[config.mk]
export PLATFORM = sky130hd
export DESIGN_NAME = rtc_bus_ctrl
export DESIGN_NICKNAME = d
export VERILOG_FILES = /design/src/rtl/rtc_bus_ctrl.sv
export SDC_FILE = /design/constraint.sdc
export NUM_CORES = 1
export LEC_CHECK = 0
export CELL_PAD_IN_SITES_DETAIL_PLACEMENT = 1
export CELL_PAD_IN_SITES_GLOBAL_PLACEMENT = 2
export CORE_MARGIN = 8
export CORE_UTILIZATION = 30
export CTS_CLUSTER_DIAMETER = 200
export DETAILED_ROUTE_END_ITERATION = 6
export PLACE_DENSITY = 0.81
export SETUP_SLACK_MARGIN = 0.3
export SLEW_MARGIN = 0
export SYNTH_ARGS = -nofsm -noshare
export SYNTH_HDL_FRONTEND = slang
export SYNTH_SLANG_ARGS = --single-unit
export TNS_END_PERCENT = 1
[constraint.sdc]
create_clock -name clk -period 2 [get_ports clk]
set_input_delay 0.3 -clock clk [delete_from_list [all_inputs] [get_ports clk]]
set_output_delay 0.3 -clock clk [all_outputs]
set_load 0.02 [all_outputs]
[src/rtl/rtc_bus_ctrl.sv]
// rtc_bus_ctrl: turns single-cycle register read/write requests into a full
// multiplexed address/data bus cycle on the external RTC. The address phase
// always uses the write strobe. The data phase uses WR or RD depending on the
// latched direction. All bus-facing outputs are registered copies of the
// next-state decode, so they change cleanly on clock edges only.
module rtc_bus_ctrl #(
  parameter int T_PULSE = 10,
  parameter int T_GAP   = 10
) (
  input  logic       clk,
  input  logic       reset,
  input  logic       req_wr,
  input  logic       req_rd,
  input  logic [7:0] addr,
  input  logic [7:0] wdata,
  output logic       busy,
  output logic       done,
  output logic [7:0] rdata,
  output logic       rtc_cs_n,
  output logic       rtc_ad_n,
  output logic       rtc_rd_n,
  output logic       rtc_wr_n,
  output logic [7:0] ad_out,
  output logic       ad_oe,
  input  logic [7:0] ad_in
);

  // Counter reload values. Each phase lasts (reload + 1) cycles.
  localparam logic [7:0] PULSE_LD = 8'(T_PULSE - 1);
  localparam logic [7:0] GAP_LD   = 8'(T_GAP - 1);

  typedef enum logic [2:0] {
    IDLE,
    A_STB,
    A_GAP,
    D_STB,
    D_GAP,
    DONE
  } state_t;

  state_t     state_q, state_d;
  logic [7:0] cnt_q, cnt_d;
  logic [7:0] addr_q, addr_d;
  logic [7:0] wdata_q, wdata_d;
  logic       is_rd_q, is_rd_d;
  logic [7:0] rdata_q, rdata_d;
  logic       capture;

  logic       busy_q, busy_d;
  logic       done_q, done_d;
  logic       cs_n_q, cs_n_d;
  logic       ad_n_q, ad_n_d;
  logic       rd_n_q, rd_n_d;
  logic       wr_n_q, wr_n_d;
  logic       oe_q, oe_d;
  logic [7:0] ad_out_q, ad_out_d;

  // Next-state, phase counter and request latching.
  always_comb begin
    state_d = state_q;
    cnt_d   = cnt_q;
    addr_d  = addr_q;
    wdata_d = wdata_q;
    is_rd_d = is_rd_q;
    capture = 1'b0;
    case (state_q)
      IDLE: begin
        // A write wins over a simultaneous read; the read is dropped.
        if (req_wr || req_rd) begin
          addr_d  = addr;
          wdata_d = wdata;
          is_rd_d = ~req_wr;
          cnt_d   = PULSE_LD;
          state_d = A_STB;
        end
      end
      A_STB: begin
        if (cnt_q == 8'd0) begin
          cnt_d   = GAP_LD;
          state_d = A_GAP;
        end else begin
          cnt_d = cnt_q - 8'd1;
        end
      end
      A_GAP: begin
        if (cnt_q == 8'd0) begin
          cnt_d   = PULSE_LD;
          state_d = D_STB;
        end else begin
          cnt_d = cnt_q - 8'd1;
        end
      end
      D_STB: begin
        if (cnt_q == 8'd0) begin
          // Sample the bus on the last edge of the read strobe.
          capture = is_rd_q;
          cnt_d   = GAP_LD;
          state_d = D_GAP;
        end else begin
          cnt_d = cnt_q - 8'd1;
        end
      end
      D_GAP: begin
        if (cnt_q == 8'd0) begin
          state_d = DONE;
        end else begin
          cnt_d = cnt_q - 8'd1;
        end
      end
      DONE: begin
        // No acceptance here; the next request is taken from IDLE.
        state_d = IDLE;
      end
      default: begin
        state_d = IDLE;
      end
    endcase
  end

  // Read data register, updated only when a read strobe completes.
  always_comb begin
    rdata_d = rdata_q;
    if (capture) begin
      rdata_d = ad_in;
    end
  end

  // Bus output decode from the next state, registered below.
  always_comb begin
    cs_n_d   = 1'b1;
    ad_n_d   = 1'b1;
    rd_n_d   = 1'b1;
    wr_n_d   = 1'b1;
    oe_d     = 1'b0;
    ad_out_d = ad_out_q;
    busy_d   = (state_d != IDLE);
    done_d   = (state_d == DONE);
    case (state_d)
      A_STB: begin
        cs_n_d   = 1'b0;
        ad_n_d   = 1'b0;
        wr_n_d   = 1'b0;
        oe_d     = 1'b1;
        ad_out_d = addr_d;
      end
      A_GAP: begin
        ad_n_d   = 1'b0;
        oe_d     = 1'b1;
        ad_out_d = addr_d;
      end
      D_STB: begin
        cs_n_d = 1'b0;
        if (is_rd_d) begin
          rd_n_d = 1'b0;
        end else begin
          wr_n_d   = 1'b0;
          oe_d     = 1'b1;
          ad_out_d = wdata_d;
        end
      end
      D_GAP: begin
        if (!is_rd_d) begin
          oe_d     = 1'b1;
          ad_out_d = wdata_d;
        end
      end
      default: begin
      end
    endcase
  end

  // State, datapath and registered outputs.
  always_ff @(posedge clk) begin
    if (reset) begin
      state_q  <= IDLE;
      cnt_q    <= 8'd0;
      addr_q   <= 8'h00;
      wdata_q  <= 8'h00;
      is_rd_q  <= 1'b0;
      rdata_q  <= 8'h00;
      busy_q   <= 1'b0;
      done_q   <= 1'b0;
      cs_n_q   <= 1'b1;
      ad_n_q   <= 1'b1;
      rd_n_q   <= 1'b1;
      wr_n_q   <= 1'b1;
      oe_q     <= 1'b0;
      ad_out_q <= 8'h00;
    end else begin
      state_q  <= state_d;
      cnt_q    <= cnt_d;
      addr_q   <= addr_d;
      wdata_q  <= wdata_d;
      is_rd_q  <= is_rd_d;
      rdata_q  <= rdata_d;
      busy_q   <= busy_d;
      done_q   <= done_d;
      cs_n_q   <= cs_n_d;
      ad_n_q   <= ad_n_d;
      rd_n_q   <= rd_n_d;
      wr_n_q   <= wr_n_d;
      oe_q     <= oe_d;
      ad_out_q <= ad_out_d;
    end
  end

  assign busy     = busy_q;
  assign done     = done_q;
  assign rdata    = rdata_q;
  assign rtc_cs_n = cs_n_q;
  assign rtc_ad_n = ad_n_q;
  assign rtc_rd_n = rd_n_q;
  assign rtc_wr_n = wr_n_q;
  assign ad_oe    = oe_q;
  assign ad_out   = ad_out_q;

endmodule

==> impl_results.md <==
* Drt pass-1 iters at 4
* DRC errors left at 0
* GR Util met3 at 3.32%
* Fillers at 793
* Leading post-synthesis cells by cell area: dfxtp_1 48%, mux2i_1 15%, nor2_1 6.7%
* Setup crit end kind: flop
* Post-Syn Nets at 237
* Final core utilization at 43.9%
* Vias per cell at 4.64
* First-pass GRT wire length at 8870 µm
* Clock period minus worst slack at 1760 ps
* Post-synth top area share at 47.9%
* Die H at 100 µm
* Grt ovf at 0
* Worst r2r src: state_q[0]
* H-tree depth at 2
* CTS Buf Count at 5
* Busiest grt layer: met2
* CTS clk-pin slew, worst paths at 90 ps
* Post-synth top flop: dfxtp_1
* Status: complete, no violations
* # clock sinks at 51
* Slew Viols, Final at 0
* Synth Cell Area at 2130 µm²
* Global routing met2 resource utilization at 18.5%
* CTS tree: yes
* Synth warn at 0
* Antenna violations before repair at 0
* Initial Utilization at 31.2%
* Number of global-route vias before repair at 1852
* Mapped Cells at 208
* Path depth of the worst reg2reg path at 6
* Setup TNS Final at 0 ps
* Setup violations, final at 0
* Startpoint types: flop
* Synth area leader: dfxtp_1
* Hold buffer count at cts at 0
* Reg-to-reg setup timing slack at 240 ps
* Unrepaired setup endpoints after global routing: true
* FF+latch count, synth at 51
* CTS root buffer: clkbuf_8
* DIE WIDTH at 100 µm
* PortBufs at 50
* Maximum clock frequency at 568 MHz
* Slowest stage cell, crit path: or3b_4
* Worst Max-Slew Pin Slew at 394 ps
* RePlAce Congestion at 0.753
* Req. time, crit path at 2240 ps
* Per-cell routed wire length at 14.5 µm
* GR Util met1 at 12.6%
* All-Layer GR Usage at 10.9%
* Combinational family with the most area after synthesis: simple AND/OR/NAND/NOR gates
* Largest net degree at the start of global routing at 36
* Layout cells sized above 1 at 16.5%
* Yosys cell types at 43
* CP Cell Sequence: buf_4, or3b_4, o22ai_4, buf_12, mux2i_1, a22o_1
* Die footprint at 10100 µm²
* 1st-iter DRT viols at 57
* Post-synth top cells: 51 x dfxtp_1, 38 x nor2_1, 32 x mux2i_1, 8 x a22o_1
* Routed vias at 1714
* Hold_sp: ad_out[6]
* Capture point of the worst reg-to-reg path: ad_out[5]
* Crit path kind: flop to flop
* Core Footprint at 6830 µm²
* Hold worst-path end: ad_out[6]
* Area Overhead vs Synth at 40.7%
* Post-synthesis simple-gate area fraction at 17.0%
* Post-synthesis sequential area ratio at 47.9%
* Clk_lat worst skew at 300 ps
* Bufs on Longest Clock Path at 2
* Worst rel slew slack at 73.7%
* # IOs at 51
* Pwr Density at 1300 nW/µm²
* Fin crit share at 88.1%
* Hold Crit Class: flop to flop
* Mux share of post-synthesis cell area at 15.0%
* Critical path arrival at 2000 ps
* Crit path largest cell delay at 460 ps
* Max_cap viols at 0
* Final hold viol count at 0
* Crit path max fanout at 12
* Worst vdd ir at 0.432 mV
* Xor/xnor share of the synthesized area at 2.88%
* Synth Area in Compound Gates at 13.1%
* Post-synth EDFFs at 0
* Routed WL at 5350 µm
* Top-count cell post-synth: dfxtp_1
* Post-synth ARST share at 0%
* Ant diodes at 0
* Layout Skew at 4.10 ps
* # nets final at 302
* Dpl hpwl at 3880 µm
* Post-route ant nets at 0
* Hold Path Cell Cnt at 1
* Row cnt at 30
* Post-synthesis adder-cell area fraction at 0.587%
* Syn avg cell area at 10.3 µm²
* P_leak at 1.21 nW
==> routing by layer <==
metal / part of all wire, % / wire (µm)
met1: 46 / 2450
met2: 48 / 2560
met3: 5.2 / 277
met4: 1.0 / 55
met5: 0 / 0
==> worst max-delay path by stage <==
stage | startpoint | to | slack, ps | depth (start not counted)
after floorplan | cnt_q[0] | ad_out[0] | 310 | 8
after global placement | req_wr | ad_out[3] | -440 | 6
after detailed placement | req_wr | ad_out[3] | -460 | 6
after CTS | cnt_q[0] | ad_out[5] | 230 | 9
after global routing | cnt_q[0] | ad_out[2] | 160 | 9
final | state_q[0] | ad_out[5] | 240 | 6
==> final cells by class <==
type / count / area [µm²] / area share, %
Clock inverter: 1 / 5.00 / 0.167
Inverter: 4 / 15.0 / 0.500
Timing Repair Buffer: 68 / 668 / 22.3
Tap cell: 96 / 120 / 4.00
Multi-Input combinational cell: 143 / 1090 / 36.2
Sequential cell: 51 / 1020 / 34.1
Clock buffer: 6 / 82.6 / 2.75
==> repair_timing <==
| action | 4_1_cts | 5_1_grt |
|---|---|---|
| gates resized for setup | 9 | 4 |
| pin swaps | 4 | 3 |
| endpoints found under the setup margin | 42 | 25 |
| setup buffers | 5 | 2 |
==> cells in the final DEF, fill, tap and decap left out, types with 2 or more instances in the layout <==
| cell type | Yosys | final |
|---|---|---|
| nand2b_1 | 2 | 2 |
| xnor2_1 | 2 | 2 |
| a21oi_4 | 1 | 2 |
| dfxtp_1 | 51 | 49 |
| nor2_1 | 38 | 38 |
| inv_2 | 1 | 3 |
| dfxtp_2 | 0 | 2 |
| clkdlybuf4s50_1 | 0 | 50 |
| xor2_1 | 5 | 5 |
| a21oi_1 | 6 | 6 |
| o21ai_1 | 5 | 5 |
| o21a_1 | 2 | 2 |
| mux2i_1 | 32 | 30 |
| nor3_1 | 6 | 6 |
| o211ai_1 | 4 | 4 |
| buf_12 | 0 | 2 |
| or2_1 | 2 | 2 |
| a22o_1 | 8 | 8 |
| and3b_1 | 2 | 2 |
| buf_4 | 3 | 15 |
| mux2i_2 | 0 | 2 |
| clkbuf_8 | 0 | 6 |
| nand2_1 | 3 | 3 |
| a211oi_1 | 4 | 4 |
==> registers in the layout, summed over array words and instances (netlist names) <==
name,count
addr_q,8
is_rd_q,1
wdata_q,8
ad_out,8
rdata,8
rtc_cs_n,1
rtc_ad_n,1
rtc_rd_n,1
cnt_q,8
done,1
rtc_wr_n,1
ad_oe,1
busy,1
state_q,3
==> power by group <==
part	internal, W	switching, W
Combinational	0.000974	0.000942
Clock	0.000272	0.000328
Sequential	0.00124	0.000138
Total	0.00249	0.00141
==> cells by family (layout without fill, tap and decap cells) <==
kind of cell | count (synthesis) | count (layout)
simple gates | 67 | 67
flops | 51 | 51
compound gates | 36 | 36
mux | 32 | 32
buf+inv | 14 | 79
xor+xnor | 7 | 7
fa+ha+maj | 1 | 1
==> worst max-delay path: cells and delay by family, from the launching register on <==
family / cells / cell delay (ps)
mux: 1 / 210
simple gates: 1 / 460
compound gates: 2 / 350
buf+inv: 2 / 350
flops: 1 / 330
==> per-stage QoR <==
stage	power (W)	instances	worst slack, ps	instance area [µm²]	hold WS [ps]
6_report	0.00389	369	239	3000	484
5_1_grt	0.00416	369	163	3000	509
4_1_cts	0.00388	367	232	2970	494
3_5_place_dp	0.00310	355	-458	2790	468
3_3_place_gp	0.00307	355	-440	2790	465
2_1_floorplan	0.00257	208	311	2140	397
No activity file was read; power rests on OpenSTA's default activity.
